### config.mk
export PLATFORM = sky130hd
export DESIGN_NAME = req_arbiter_4ch
export DESIGN_NICKNAME = d
export VERILOG_FILES = /design/src/rtl/req_arbiter_4ch.sv
export SDC_FILE = /design/constraint.sdc
export NUM_CORES = 1
export LEC_CHECK = 0
export CORE_MARGIN = 1.5
export CORE_UTILIZATION = 50
export CTS_BUF_LIST = sky130_fd_sc_hd__clkbuf_8
export DETAILED_ROUTE_END_ITERATION = 12
export PLACE_DENSITY = 0.88
export SYNTH_ARGS = -nofsm -noshare
export SYNTH_HDL_FRONTEND = slang
export SYNTH_SLANG_ARGS = --single-unit
### constraint.sdc
create_clock -name clk -period 2 [get_ports clk]
set_input_delay 0.3 -clock clk [delete_from_list [all_inputs] [get_ports clk]]
set_output_delay 0.3 -clock clk [all_outputs]
set_load 0.01 [all_outputs]
### src/rtl/req_arbiter_4ch.sv
// req_arbiter_4ch: four-requester arbiter for one shared resource.
// Registered req/gnt handshake with fixed-priority or round-robin selection,
// an optional hold timer that force-releases long grants, and one dead
// turnaround cycle between consecutive grants.
module req_arbiter_4ch #(
  parameter int unsigned RR_MODE  = 0,  // 0 = fixed priority 3>2>1>0, 1 = round-robin
  parameter int unsigned MAX_HOLD = 8   // max grant length in cycles, 0 = unlimited
) (
  input  logic       clk,
  input  logic       rst,
  input  logic [3:0] req,
  output logic [3:0] gnt,
  output logic [1:0] gnt_id,
  output logic       gnt_valid,
  output logic       timeout
);

  // Keep at least one bit so MAX_HOLD = 0 still elaborates a legal counter.
  localparam int unsigned CW = (MAX_HOLD == 0) ? 1 : $clog2(MAX_HOLD + 1);
  localparam logic [CW-1:0] HOLD_LAST = CW'(MAX_HOLD - 1);

  typedef enum logic [1:0] {
    st_idle,
    st_grant,
    st_recover
  } state_t;

  state_t          state_q, state_d;
  logic [CW-1:0]   hold_q, hold_d;
  logic [3:0]      mask_q, mask_d;
  logic [1:0]      rr_last_q, rr_last_d;
  logic [3:0]      gnt_q, gnt_d;
  logic [1:0]      gnt_id_q, gnt_id_d;
  logic            timeout_q, timeout_d;

  logic [3:0]      eligible;
  logic [1:0]      winner;
  logic [1:0]      rr_start;
  logic [1:0]      rr_idx;
  logic            rr_found;
  logic [3:0]      mask_set;

  assign eligible = req & ~mask_q;
  assign rr_start = rr_last_q - 2'd1;

  // Winner selection from the eligible set; only used when eligible != 0.
  always_comb begin
    winner   = 2'd0;
    rr_idx   = 2'd0;
    rr_found = 1'b0;
    if (RR_MODE == 0) begin
      // Ascending scan so the highest set index is the last one kept.
      for (int i = 0; i < 4; i++) begin
        if (eligible[i]) winner = 2'(i);
      end
    end else begin
      // Descending scan with wrap, starting one below the last winner.
      for (int k = 0; k < 4; k++) begin
        rr_idx = rr_start - 2'(k);
        if (!rr_found && eligible[rr_idx]) begin
          winner   = rr_idx;
          rr_found = 1'b1;
        end
      end
    end
  end

  // Next-state logic for the grant FSM, hold timer and timeout mask.
  always_comb begin
    state_d   = state_q;
    hold_d    = hold_q;
    rr_last_d = rr_last_q;
    gnt_d     = gnt_q;
    gnt_id_d  = gnt_id_q;
    timeout_d = 1'b0;
    mask_set  = 4'b0000;
    unique case (state_q)
      st_idle, st_recover: begin
        if (|eligible) begin
          state_d   = st_grant;
          gnt_d     = 4'b0001 << winner;
          gnt_id_d  = winner;
          hold_d    = '0;
          rr_last_d = winner;
        end else begin
          state_d = st_idle;
          gnt_d   = 4'b0000;
        end
      end
      st_grant: begin
        // Saturate so an unlimited grant never wraps the counter.
        if (hold_q != '1) hold_d = hold_q + 1'b1;
        if (!req[gnt_id_q]) begin
          // Voluntary release takes precedence over the timer.
          state_d = st_recover;
          gnt_d   = 4'b0000;
        end else if ((MAX_HOLD != 0) && (hold_q == HOLD_LAST)) begin
          state_d   = st_recover;
          gnt_d     = 4'b0000;
          timeout_d = 1'b1;
          mask_set  = gnt_q;
        end
      end
      default: begin
        state_d = st_idle;
        gnt_d   = 4'b0000;
      end
    endcase
    // A masked requester becomes eligible again once it has dropped req.
    mask_d = (mask_q & req) | mask_set;
  end

  // State registers with asynchronous active-high reset.
  always_ff @(posedge clk or posedge rst) begin
    if (rst) begin
      state_q   <= st_idle;
      hold_q    <= '0;
      mask_q    <= 4'b0000;
      rr_last_q <= 2'd0;
      gnt_q     <= 4'b0000;
      gnt_id_q  <= 2'd0;
      timeout_q <= 1'b0;
    end else begin
      state_q   <= state_d;
      hold_q    <= hold_d;
      mask_q    <= mask_d;
      rr_last_q <= rr_last_d;
      gnt_q     <= gnt_d;
      gnt_id_q  <= gnt_id_d;
      timeout_q <= timeout_d;
    end
  end

  assign gnt       = gnt_q;
  assign gnt_id    = gnt_id_q;
  assign gnt_valid = |gnt_q;
  assign timeout   = timeout_q;

endmodule

==> flow_summary_export.csv <==
group,metric,value,unit
placement,dp.cells,97,
yosys,synth-seq-cells,17,
die,io_pins,14,
die,die_height,42.5,microns
die,fp.dieW,42.5,microns
yosys,yosys.area_share.simple,0.172,
yosys,ys_types,31,
cts,postCtsSetupRepairBufs,0,
critical_path,worst-setup-path-type,"register to output pin",
layout,layout.cells.most_common_list,"17 x dfrtp_1, 12 x clkdlybuf4s50_1, 5 x a22o_1",
route,firstDrtPassIters,3,
critical_path,cp-end-kind,"output pin",
layout,diodes,0,
outcome,outcome,"finished, final reports clean",
critical_path,rr_worst_depth,3,
route,detail_route.vias_per_cell,5.90,
global_routing,grt_max_degree,18,
cts,cts_tree,"done",
timing,whs,0.438,ns
die,fp.dieArea,1800,sq um
cts,ctsResizeCount,0,
cts,clockBufferDepth,2,
timing,drv_slew,0,
run,max_cap_violations,0,
timing,setup_slack,0.347,ns
cts,cts_buffers,3,
timing,setup_viol_count_final,0,
die,fp-row-count,14,
placement,dp_hpwl,1.26,mm
layout,num-nets-final,93,
cts,clock_latency,0.25,ns
route,drtIter0Drc,8,
min_path,holdCritPathClass,"primary input to async pin",
yosys,ys.warnings.count,0,
yosys,yosys.area_share.adder,0.0161,
yosys,synth_compound_area_frac,0.197,
yosys,synth_area_leaders,"dfrtp_1 55%, a22o_1 5.6%, nand2b_1 3.2%, mux4_2 2.9%, nor2b_1 2.4%",
die,core-area,1490,sq um
timing,maxSlewHeadroom,0.583,
cts,hold_buffers,0,
layout,layout_commonest_cell,"dfrtp_1",
layout,areaGrowthSynthToFinish,26.3,%
yosys,synthXorXnorAreaFrac,0.0112,
yosys,syn_nets,74,
layout,layout-drive-gt1-share,0.129,
cts,htreeDepth,1,
global_routing,grt_first_pass_wirelength,2.86,mm
route,ant_nets,0,
yosys,synth_top_family_by_area,"compound AO/OA/AOI/OAI gates",
yosys,synth_top_cell_by_area,"dfrtp_1",
die,start_util,0.524,
power_and_ir_drop,power_leakage,0.457,nW
placement,pre_cts_ws,0.147,ns
global_routing,grt_pass1_vias,610,
timing,worst_pin_slew,0.626,ns
power_and_ir_drop,power,1.26,mW
timing,fmax,605,MHz
timing,rsz0062_at_grt,"false",
yosys,avgSynthCellArea,11.6,sq um
critical_path,critPathLaunchType,"register",
critical_path,arrival,1.35,ns
yosys,synth-async-reset-ratio,1.00,
cts,clock_sinks,17,
yosys,synth_top_area_frac,0.546,
yosys,synth_flop_cell,"dfrtp_1",
cts,root_buffer,"clkbuf_8",
timing,min_period,1.65,ns
layout,final_cells,101,
yosys,muxShareOfSynthArea,0.0433,
critical_path,worst_ep_required_time,1.70,ns
yosys,synth_area,779,sq um
cts,clk_pin_slew,0.06,ns
timing,final.period_utilization,0.826,
timing,fin_setup_tns,0,ns
yosys,synth-edff-count,0,
yosys,postSynthCellCount,67,
global_routing,grt_antenna_before_repair,0,
yosys,seq_area_frac_synth,0.546,
global_routing,overflow,0,
placement,gp_congestion,0.817,
power_and_ir_drop,vdd_drop_max,0.000722,V
critical_path,critPathMaxFanout,4,
placement,port_buffers,13,
power_and_ir_drop,power_density,1280,nW/um^2
route,drt_wl_total,1.68,mm
route,post_drt_wl_per_cell,16.6,microns
timing,finalHoldViolCount,0,
route,vias,596,
timing,fin_worst_skew,0.00229,ns
global_routing,gr-usage-all-layers,0.218,
route,drc_errors,0,
[final cells by class]
class | instances | area [sq um]
Multi-Input combinational cell | 47 | 343
Clock inverter | 1 | 3.75
Timing Repair Buffer | 14 | 140
Fill cell | 115 | 504
Inverter | 3 | 11.3
Clock buffer | 3 | 41.3
Sequential cell | 17 | 425
Tap cell | 16 | 20.0
[routing by layer]
metal,vias to the layer above,share of wire,GRT usage
met1,293,0.47,0.278
met4,0,0.0084,0.113
li1,285,-,-
met5,-,0,0
met3,2,0.044,0.0560
met2,16,0.48,0.342
[registers in the layout, indices dropped and copies added, names as in the netlist]
name     cells
hold_q       4
timeout      1
mask_q       4
gnt_id       2
state_q      2
gnt          4
[cells by family after synthesis]
kind of cell             count (synthesis)
multiplexers                             2
AO/OA/AOI/OAI                           20
XOR/XNOR                                 1
buffers and inverters                    3
adder cells (fa/ha/maj)                  1
flip-flops                              17
AND/OR/NAND/NOR                         23
[cell usage after synthesis, drive strengths merged, types with 2 or more instances]
| cell type | instances |
|---|---|
| a21oi | 2 |
| a22o | 5 |
| dfrtp | 17 |
| inv | 3 |
| nand2 | 4 |
| nand2b | 5 |
| nor2 | 4 |
| nor2b | 3 |
| o21ai | 3 |
| o31ai | 2 |
[metrics by stage]
stage	util	instance area, sq um
CTS	0.660	982
detailed placement	0.629	937
global placement	0.629	937
floorplan	-	779
global route	0.661	985
finish	0.661	985
[path summary, 6_finish.rpt]
| path | start | endpoint | slack, ns |
|---|---|---|---|
| worst max-delay path | gnt[2] | gnt_valid | 0.35 |
| worst min-delay path | rst | gnt[2] | 0.44 |
| worst max register to register | gnt_id[0] | gnt[1] | 0.48 |
| worst min register to register | mask_q[0] | mask_q[0] | 0.51 |
| max in group asynchronous | rst | gnt_id[0] | 1.16 |
| min in group clk | mask_q[0] | mask_q[0] | 0.51 |
[where the power goes]
group	total [mW]	leakage, nW	switching (mW)	internal (mW)
clock network	0.246	0.0269	0.110	0.136
logic	0.478	0.208	0.222	0.256
registers	0.532	0.222	0.101	0.431
[worst max-delay path: stages, from the launching register on]
cell            delay (ns)
dfrtp_1               0.41
or4_1                 0.51
dlymetal6s2s_1        0.18
Note: power is estimated with default switching activity, not from simulation.
